===== src/rtl/bin_to_bcd_seq_pkg.sv =====
// Shared constants and state encoding for the sequential binary-to-BCD converter.
package bin_to_bcd_seq_pkg;

    typedef enum logic [1:0] {
        S_IDLE  = 2'd0,
        S_SHIFT = 2'd1,
        S_DONE  = 2'd2
    } state_t;

    localparam int         BCD_DIGIT_W = 4;
    localparam logic [3:0] BCD_ADJ_TH  = 4'd5;
    localparam logic [3:0] BCD_ADJ_ADD = 4'd3;

endpackage


===== src/rtl/bcd_adjust_digit.sv =====
// Double-dabble correction for one BCD nibble: add 3 when the digit is 5 or more,
// so the following left shift carries a decimal ten into the next digit.
module bcd_adjust_digit
    import bin_to_bcd_seq_pkg::*;
(
    input  logic [BCD_DIGIT_W-1:0] din,
    output logic [BCD_DIGIT_W-1:0] dout
);

    // A valid digit is at most 9 here, so din+3 never exceeds 4 bits.
    assign dout = (din >= BCD_ADJ_TH) ? din + BCD_ADJ_ADD : din;

endmodule


===== src/rtl/decoder_hex_10.sv =====
// Decimal 7-segment decoder, segments {g,f,e,d,c,b,a}, active-high.
// Codes 10..15 are not decimal digits and blank the display.
module decoder_hex_10 (
    input  logic [3:0] digit,
    output logic [6:0] seg
);

    // Digit-to-segment lookup.
    always_comb begin
        seg = 7'h00;
        case (digit)
            4'd0: seg = 7'h3F;
            4'd1: seg = 7'h06;
            4'd2: seg = 7'h5B;
            4'd3: seg = 7'h4F;
            4'd4: seg = 7'h66;
            4'd5: seg = 7'h6D;
            4'd6: seg = 7'h7D;
            4'd7: seg = 7'h07;
            4'd8: seg = 7'h7F;
            4'd9: seg = 7'h6F;
            default: seg = 7'h00;
        endcase
    end

endmodule


===== src/rtl/bin_to_bcd_seq.sv =====
// Sequential binary-to-BCD converter (shift-and-add-3, one bit per clock)
// with a registered BCD result and per-digit 7-segment codes.
module bin_to_bcd_seq
    import bin_to_bcd_seq_pkg::*;
#(
    parameter int BIN_W  = 8,
    parameter int DIGITS = 3
) (
    input  logic                  clk,
    input  logic                  rst_n,
    input  logic                  start,
    input  logic [BIN_W-1:0]      bin,
    output logic                  busy,
    output logic                  done,
    output logic [4*DIGITS-1:0]   bcd,
    output logic                  err,
    output logic [7*DIGITS-1:0]   seg
);

    localparam int                SR_W  = BCD_DIGIT_W*DIGITS + BIN_W;
    localparam int                CNT_W = (BIN_W > 1) ? $clog2(BIN_W) : 1;
    localparam logic [CNT_W-1:0]  LAST  = CNT_W'(BIN_W - 1);
    localparam int unsigned       LIMIT = 10**DIGITS;

    state_t                               state, state_nxt;
    logic [SR_W-1:0]                      sr;
    logic [SR_W-1:0]                      sr_adj;
    logic [CNT_W-1:0]                     cnt;
    logic                                 err_n;
    logic [DIGITS-1:0][BCD_DIGIT_W-1:0]   bcd_cur, bcd_adj, bcd_q;
    logic [DIGITS-1:0][6:0]               seg_d;

    // The BCD digits live above the not-yet-shifted binary bits.
    assign bcd_cur = sr[SR_W-1:BIN_W];
    assign sr_adj  = {bcd_adj, sr[BIN_W-1:0]};

    for (genvar g = 0; g < DIGITS; g++) begin : g_dig
        bcd_adjust_digit u_adj (
            .din  (bcd_cur[g]),
            .dout (bcd_adj[g])
        );
        decoder_hex_10 u_dec (
            .digit (bcd_q[g]),
            .seg   (seg_d[g])
        );
    end

    assign bcd = bcd_q;
    assign seg = seg_d;

    // State register.
    always_ff @(posedge clk or negedge rst_n) begin
        if (!rst_n) state <= S_IDLE;
        else        state <= state_nxt;
    end

    // Next-state: accept in IDLE, BIN_W shift cycles, one result cycle.
    always_comb begin
        state_nxt = state;
        case (state)
            S_IDLE:  if (start)       state_nxt = S_SHIFT;
            S_SHIFT: if (cnt == LAST) state_nxt = S_DONE;
            S_DONE:                   state_nxt = S_IDLE;
            default:                  state_nxt = S_IDLE;
        endcase
    end

    // Datapath: capture, adjust-and-shift, then publish result with a done pulse.
    always_ff @(posedge clk or negedge rst_n) begin
        if (!rst_n) begin
            sr    <= '0;
            cnt   <= '0;
            err_n <= 1'b0;
            busy  <= 1'b0;
            done  <= 1'b0;
            err   <= 1'b0;
            bcd_q <= '0;
        end else begin
            done <= 1'b0;
            case (state)
                S_IDLE: if (start) begin
                    sr    <= {{(BCD_DIGIT_W*DIGITS){1'b0}}, bin};
                    cnt   <= '0;
                    err_n <= (32'(bin) >= LIMIT);
                    busy  <= 1'b1;
                end
                S_SHIFT: begin
                    sr  <= {sr_adj[SR_W-2:0], 1'b0};
                    cnt <= cnt + 1'b1;
                    // busy drops with the last shift so it never overlaps done.
                    if (cnt == LAST) busy <= 1'b0;
                end
                S_DONE: begin
                    bcd_q <= bcd_cur;
                    err   <= err_n;
                    done  <= 1'b1;
                end
                default: ;
            endcase
        end
    end

endmodule

===== config.mk =====
export PLATFORM = sky130hd
export DESIGN_NAME = bin_to_bcd_seq
export DESIGN_NICKNAME = d
export VERILOG_FILES = /design/src/rtl/bin_to_bcd_seq_pkg.sv /design/src/rtl/bcd_adjust_digit.sv /design/src/rtl/decoder_hex_10.sv /design/src/rtl/bin_to_bcd_seq.sv
export SDC_FILE = /design/constraint.sdc
export NUM_CORES = 1
export LEC_CHECK = 0
export ABC_CLOCK_PERIOD_IN_PS = 2400
export CAP_MARGIN = 20
export CELL_PAD_IN_SITES_DETAIL_PLACEMENT = 1
export CELL_PAD_IN_SITES_GLOBAL_PLACEMENT = 1
export CORE_MARGIN = 3
export CORE_UTILIZATION = 45
export CTS_BUF_LIST = sky130_fd_sc_hd__clkbuf_8
export CTS_CLUSTER_DIAMETER = 120
export DETAILED_ROUTE_END_ITERATION = 10
export GPL_ROUTABILITY_DRIVEN = 0
export PLACE_DENSITY_LB_ADDON = 0.1
export SETUP_SLACK_MARGIN = 0.05
export SYNTH_ARGS = -nofsm -noshare
export SYNTH_HDL_FRONTEND = slang
export SYNTH_HIERARCHICAL = 1
export SYNTH_SLANG_ARGS = --single-unit

===== constraint.sdc =====
create_clock -name clk -period 2.4 [get_ports clk]
set_input_delay 0.48 -clock clk [delete_from_list [all_inputs] [get_ports clk]]
set_output_delay 0.48 -clock clk [all_outputs]
set_load 0.02 [all_outputs]

; ---- Yosys cells after proc, flatten, opt, wreduce, memory -nomap -nowiden
; Memories as Yosys holds them, arrays and structs flattened.
; Index checks and enable logic that the tools add are counted.
[totals]
out_inout_bits = 36
register_bits = 39
inputBits = 11
memories = 3
word_cells = 42
romBits = 336
[mem_list]
columns = memory, words, width, read_ports, rd_clocked_by_memory_dff, wr, line
row1 = (no name shown), 16, 7, 1, 0, 0, decoder_hex_10.sv:11  ; case (digit)
row2 = (no name shown), 16, 7, 1, 0, 0, decoder_hex_10.sv:11
row3 = (no name shown), 16, 7, 1, 0, 0, decoder_hex_10.sv:11
[op_classes]
mux = 14
order_cmp = 3
n_eq_ne = 5
n_reduce_logical = 5
add_sub_neg = 4
[ops]
columns = operator, n
row1 = $pmux 20 s2, 1
row2 = $mux 20, 1
row3 = $ge 4x3->1 const B, 3
row4 = $add 4x2->4 const B, 2
row5 = $mux 4, 2
row6 = $mux 3, 2
row7 = $pmux 3 s2, 1
row8 = $mux 2, 2
row9 = $ne 2x2->1 const B, 2
row10 = $pmux 2 s2, 1
row11 = $reduce_and 2->1, 2
row12 = $add 3x1->3 const B, 1
row13 = $add 3x2->3 const B, 1
row14 = $eq 3x3->1 const B, 1
row15 = $mux 1, 3
row16 = $reduce_and 3->1, 1
row17 = $eq 2x1->1 const B, 1
row18 = $eq 2x2->1 const B, 1
row19 = $logic_not 2->1, 1
row20 = $pmux 1 s2, 1
row21 = $reduce_bool 2->1, 1

; ---- Depth between registers and ports, before layout
[depth]
depth_word = 3
depth_mapped = 6
depth_no_buf = 6

; ---- Hierarchy
; The synthesis kept the hierarchy.
[modules_own_cells]
columns = mod, area_per_inst_um2, cells_each, seq_area_each_um2, n_inst
row1 = bin_to_bcd_seq, 1596.5, 118, 975.9, 1
row2 = bcd_adjust_digit, 101.3, 16, 0.0, 3
row3 = decoder_hex_10 (g_dig[0].u_dec), 220.2, 28, 0.0, 1
row4 = decoder_hex_10 (g_dig[1].u_dec), 219.0, 28, 0.0, 1
row5 = decoder_hex_10 (g_dig[2].u_dec), 201.4, 26, 0.0, 1

; ---- Worst setup path before layout
; OpenSTA, ideal clock, no wires.
[synth_timing]
path_type = register -> output
start = reg bcd_q (netlist bit bcd[9])
end = out seg[17]
required_time_ps = 1920
path_buffers = 0
setup_slack_ps = 373
path_stages_with_launch = 5
t_arrival_ps = 1547
cell_sequence = dfrtp_1 > inv_1 > ha_1 > inv_1 > o21ai_0
[synth_between]
elab_chain_cells = 1
[synth_lines]
columns = element, line
row1 = from (decl), bin_to_bcd_seq.sv:30  ; logic [DIGITS-1:0][BCD_DIGIT_W-1:0] bcd_cur, bcd_adj, bcd_q;
row2 = from (signal assigned), bin_to_bcd_seq.sv:94  ; bcd_q <= bcd_cur;
row3 = $mem_v2 16x7, n/a
row4 = to (decl), bin_to_bcd_seq.sv:17  ; output logic [7*DIGITS-1:0] seg
; No other way between the ends.

; ---- Final worst setup path
[layout_timing]
start = reg bcd_q (netlist bit bcd[1])
end = out seg[3]
; Same word-level chain as after synthesis.

==> impl_metrics.yaml <==
status:
  outcome: "completed"
routing:
  wl_per_cell_um: 15.0
  initialDrtViolationCount: 25
  vias: 1923
  dr.pass1.iters: 4
  viasPerCell: 5.33
  ant_nets: 0
  drc: 0
  wirelength_mm: 5.42
global_routing:
  grt_max_degree: 20
  first_global_vias: 2017
  grt_usage: 0.182
  antenna_found_initial: 0
  grt-ovfl-total: 0
  grt_first_pass_wirelength_mm: 9.40
floorplanning:
  die_h_um: 80.9
  core_um2: 5270
  io_pins: 47
  start_util: 0.478
  die_w_um: 80.9
  rows: 26
  die_area_um2: 6540
worst_setup_path:
  cp_max_fo: 5
  worst_setup_path_start_kind: "register"
  end_kind: "primary output"
  arrival_ns: 1.68
  critical_path_class: "reg2out"
  crit_required_ns: 1.92
timing:
  max-slew-margin-rel: 0.640
  fin_crit_sh: 0.901
  rsz0062_at_grt: "no"
  setup_viol: 0
  max_freq_mhz: 463
  hold_violations: 0
  tns_ns: 0
  fin_worst_skew_ns: 0.00591
  tightest_slew_ns: 0.538
  min_period_ns: 2.16
  finalMaxSlewViolations: 0
  whs_ns: 0.0495
logic_synthesis:
  syn_area_per_cell_um2: 10.3
  synth_nets: 281
  ys_warn_count: 6
  syn-cell-area_um2: 2520
  syn-instance-count: 244
layout:
  antenna_cells: 0
  fillers: 593
  layout-drive-gt1-share: 0.144
  area_growth_pct: 23.6
  instances_no_fill: 361
  nets: 327
cts:
  cts_buffers: 5
  cts_htree_levels: 2
  worstSkewPairLatency_ns: 0.29
  path_clk_slew_ns: 0.08
  clk_path_buf_depth: 2
  ctsHoldBuffers: 0
  clock_sink_count: 39
  clock_tree.root_cell: "clkbuf_8"
  post-cts-setup-buffer-count: 0
  tritoncts: "yes"
  cts_resized: 16
min_path:
  hp-class: "in2async"
pwr:
  power_frac_comb: 0.568
  p_sw_frac: 0.430
  seq_power_share: 0.288
  p_per_area_nw_per_um2: 1420
  p_sw_mw: 1.91
  p_leak_nw: 1.44
  clockPowerShare: 0.144
  ir_worst_vdd_v: 0.000698
  p_int_mw: 2.53
placement:
  io_buffer_count: 45
  dpl.hpwl_mm: 4.11
  place_inst: 353
flow_run:
  drv_cap: 0
through the flow:
stage | setup WS [ns] | cell area [um^2] | power, mW | utilization
final | 0.238 | 3120 | 4.44 | 0.591
after global routing | 0.0837 | 3120 | 4.81 | 0.591
after CTS | 0.0558 | 3100 | 4.50 | 0.589
after detailed placement | 0.283 | 2990 | 3.99 | 0.567
after global placement | 0.324 | 2990 | 3.88 | 0.567
after floorplan | 0.373 | 2520 | 3.02 | -
power by group through the flow:
stage	sequential (mW)	combinational (mW)	clock [mW]
after global routing	1.34	2.79	0.678
final	1.28	2.52	0.638
after detailed placement	1.29	2.71	0
after floorplan	1.23	1.79	0
after CTS	1.28	2.57	0.647
after global placement	1.26	2.62	0
registers in the layout (all words and copies together), names as in the netlist:
| signal | cells |
|---|---|
| state | 2 |
| sr | 20 |
| busy | 1 |
| cnt | 3 |
| done | 1 |
| bcd | 12 |
worst max-delay path, stage by stage, from the launching register on:
cell	delay (ns)
dfrtp_1	0.38
inv_1	0.15
ha_1	0.17
nor2_1	0.04
a21oi_1	0.21
o22ai_1	0.11
dlygate4sd2_1	0.33
layout make-up:
type / count / area, um^2 / area share
Sequential cell: 39 / 977 / 0.314
Clock inverter: 3 / 63.8 / 0.0205
Inverter: 26 / 97.6 / 0.0313
Clock buffer: 5 / 68.8 / 0.0221
Timing Repair Buffer: 51 / 483 / 0.155
Tap cell: 70 / 87.6 / 0.0281
Multi-Input combinational cell: 167 / 1340 / 0.430
layer usage:
metal	up-vias	global-route usage	wire (um)
met4	0	0.0591	76
met3	7	0.0277	210
met2	40	0.325	2660
met5	-	0	0
met1	944	0.223	2470
li1	932	-	-
cell usage in the layout, fill, tap and decap left out, types with 2 or more instances in the layout:
| cell type | n |
|---|---|
| nand2b_1 | 7 |
| o22ai_1 | 11 |
| xnor2_1 | 6 |
| clkdlybuf4s50_1 | 23 |
| inv_1 | 26 |
| ha_1 | 26 |
| mux2i_1 | 5 |
| nor2b_1 | 2 |
| clkbuf_8 | 5 |
| a2bb2oi_1 | 2 |
| nor2_1 | 11 |
| dlygate4sd2_1 | 16 |
| bufinv_16 | 2 |
| nand2_1 | 16 |
| nand2b_4 | 2 |
| a21oi_1 | 5 |
| mux2_2 | 12 |
| a211oi_1 | 2 |
| dfrtp_1 | 38 |
| buf_4 | 6 |
| o21ai_0 | 13 |
| o22a_1 | 2 |
| a21oi_2 | 4 |
| a22o_1 | 15 |
| dlymetal6s2s_1 | 5 |
| a21o_2 | 2 |
| nor3_1 | 4 |
| o21ai_1 | 2 |
worst paths after layout:
| kind | startpoint | end | slack [ns] | cells past startpoint |
|---|---|---|---|---|
| worst max-delay path | bcd[1]$_DFFE_PN0P_ | seg[3] | 0.24 | 6 |
| worst min-delay path | rst_n | bcd[0]$_DFFE_PN0P_ | 0.05 | 1 |
| worst max register to register | state[1]$_DFFE_PN0P_ | sr[5]$_DFFE_PN0P_ | 0.80 | 4 |
| worst min register to register | sr[0]$_DFFE_PN0P_ | sr[0]$_DFFE_PN0P_ | 0.50 | 1 |
| max in group asynchronous | rst_n | bcd[6]$_DFFE_PN0P_ | 1.85 | 2 |
| min in group clk | sr[0]$_DFFE_PN0P_ | sr[0]$_DFFE_PN0P_ | 0.50 | 1 |
Power figures use the tool's default switching activity.
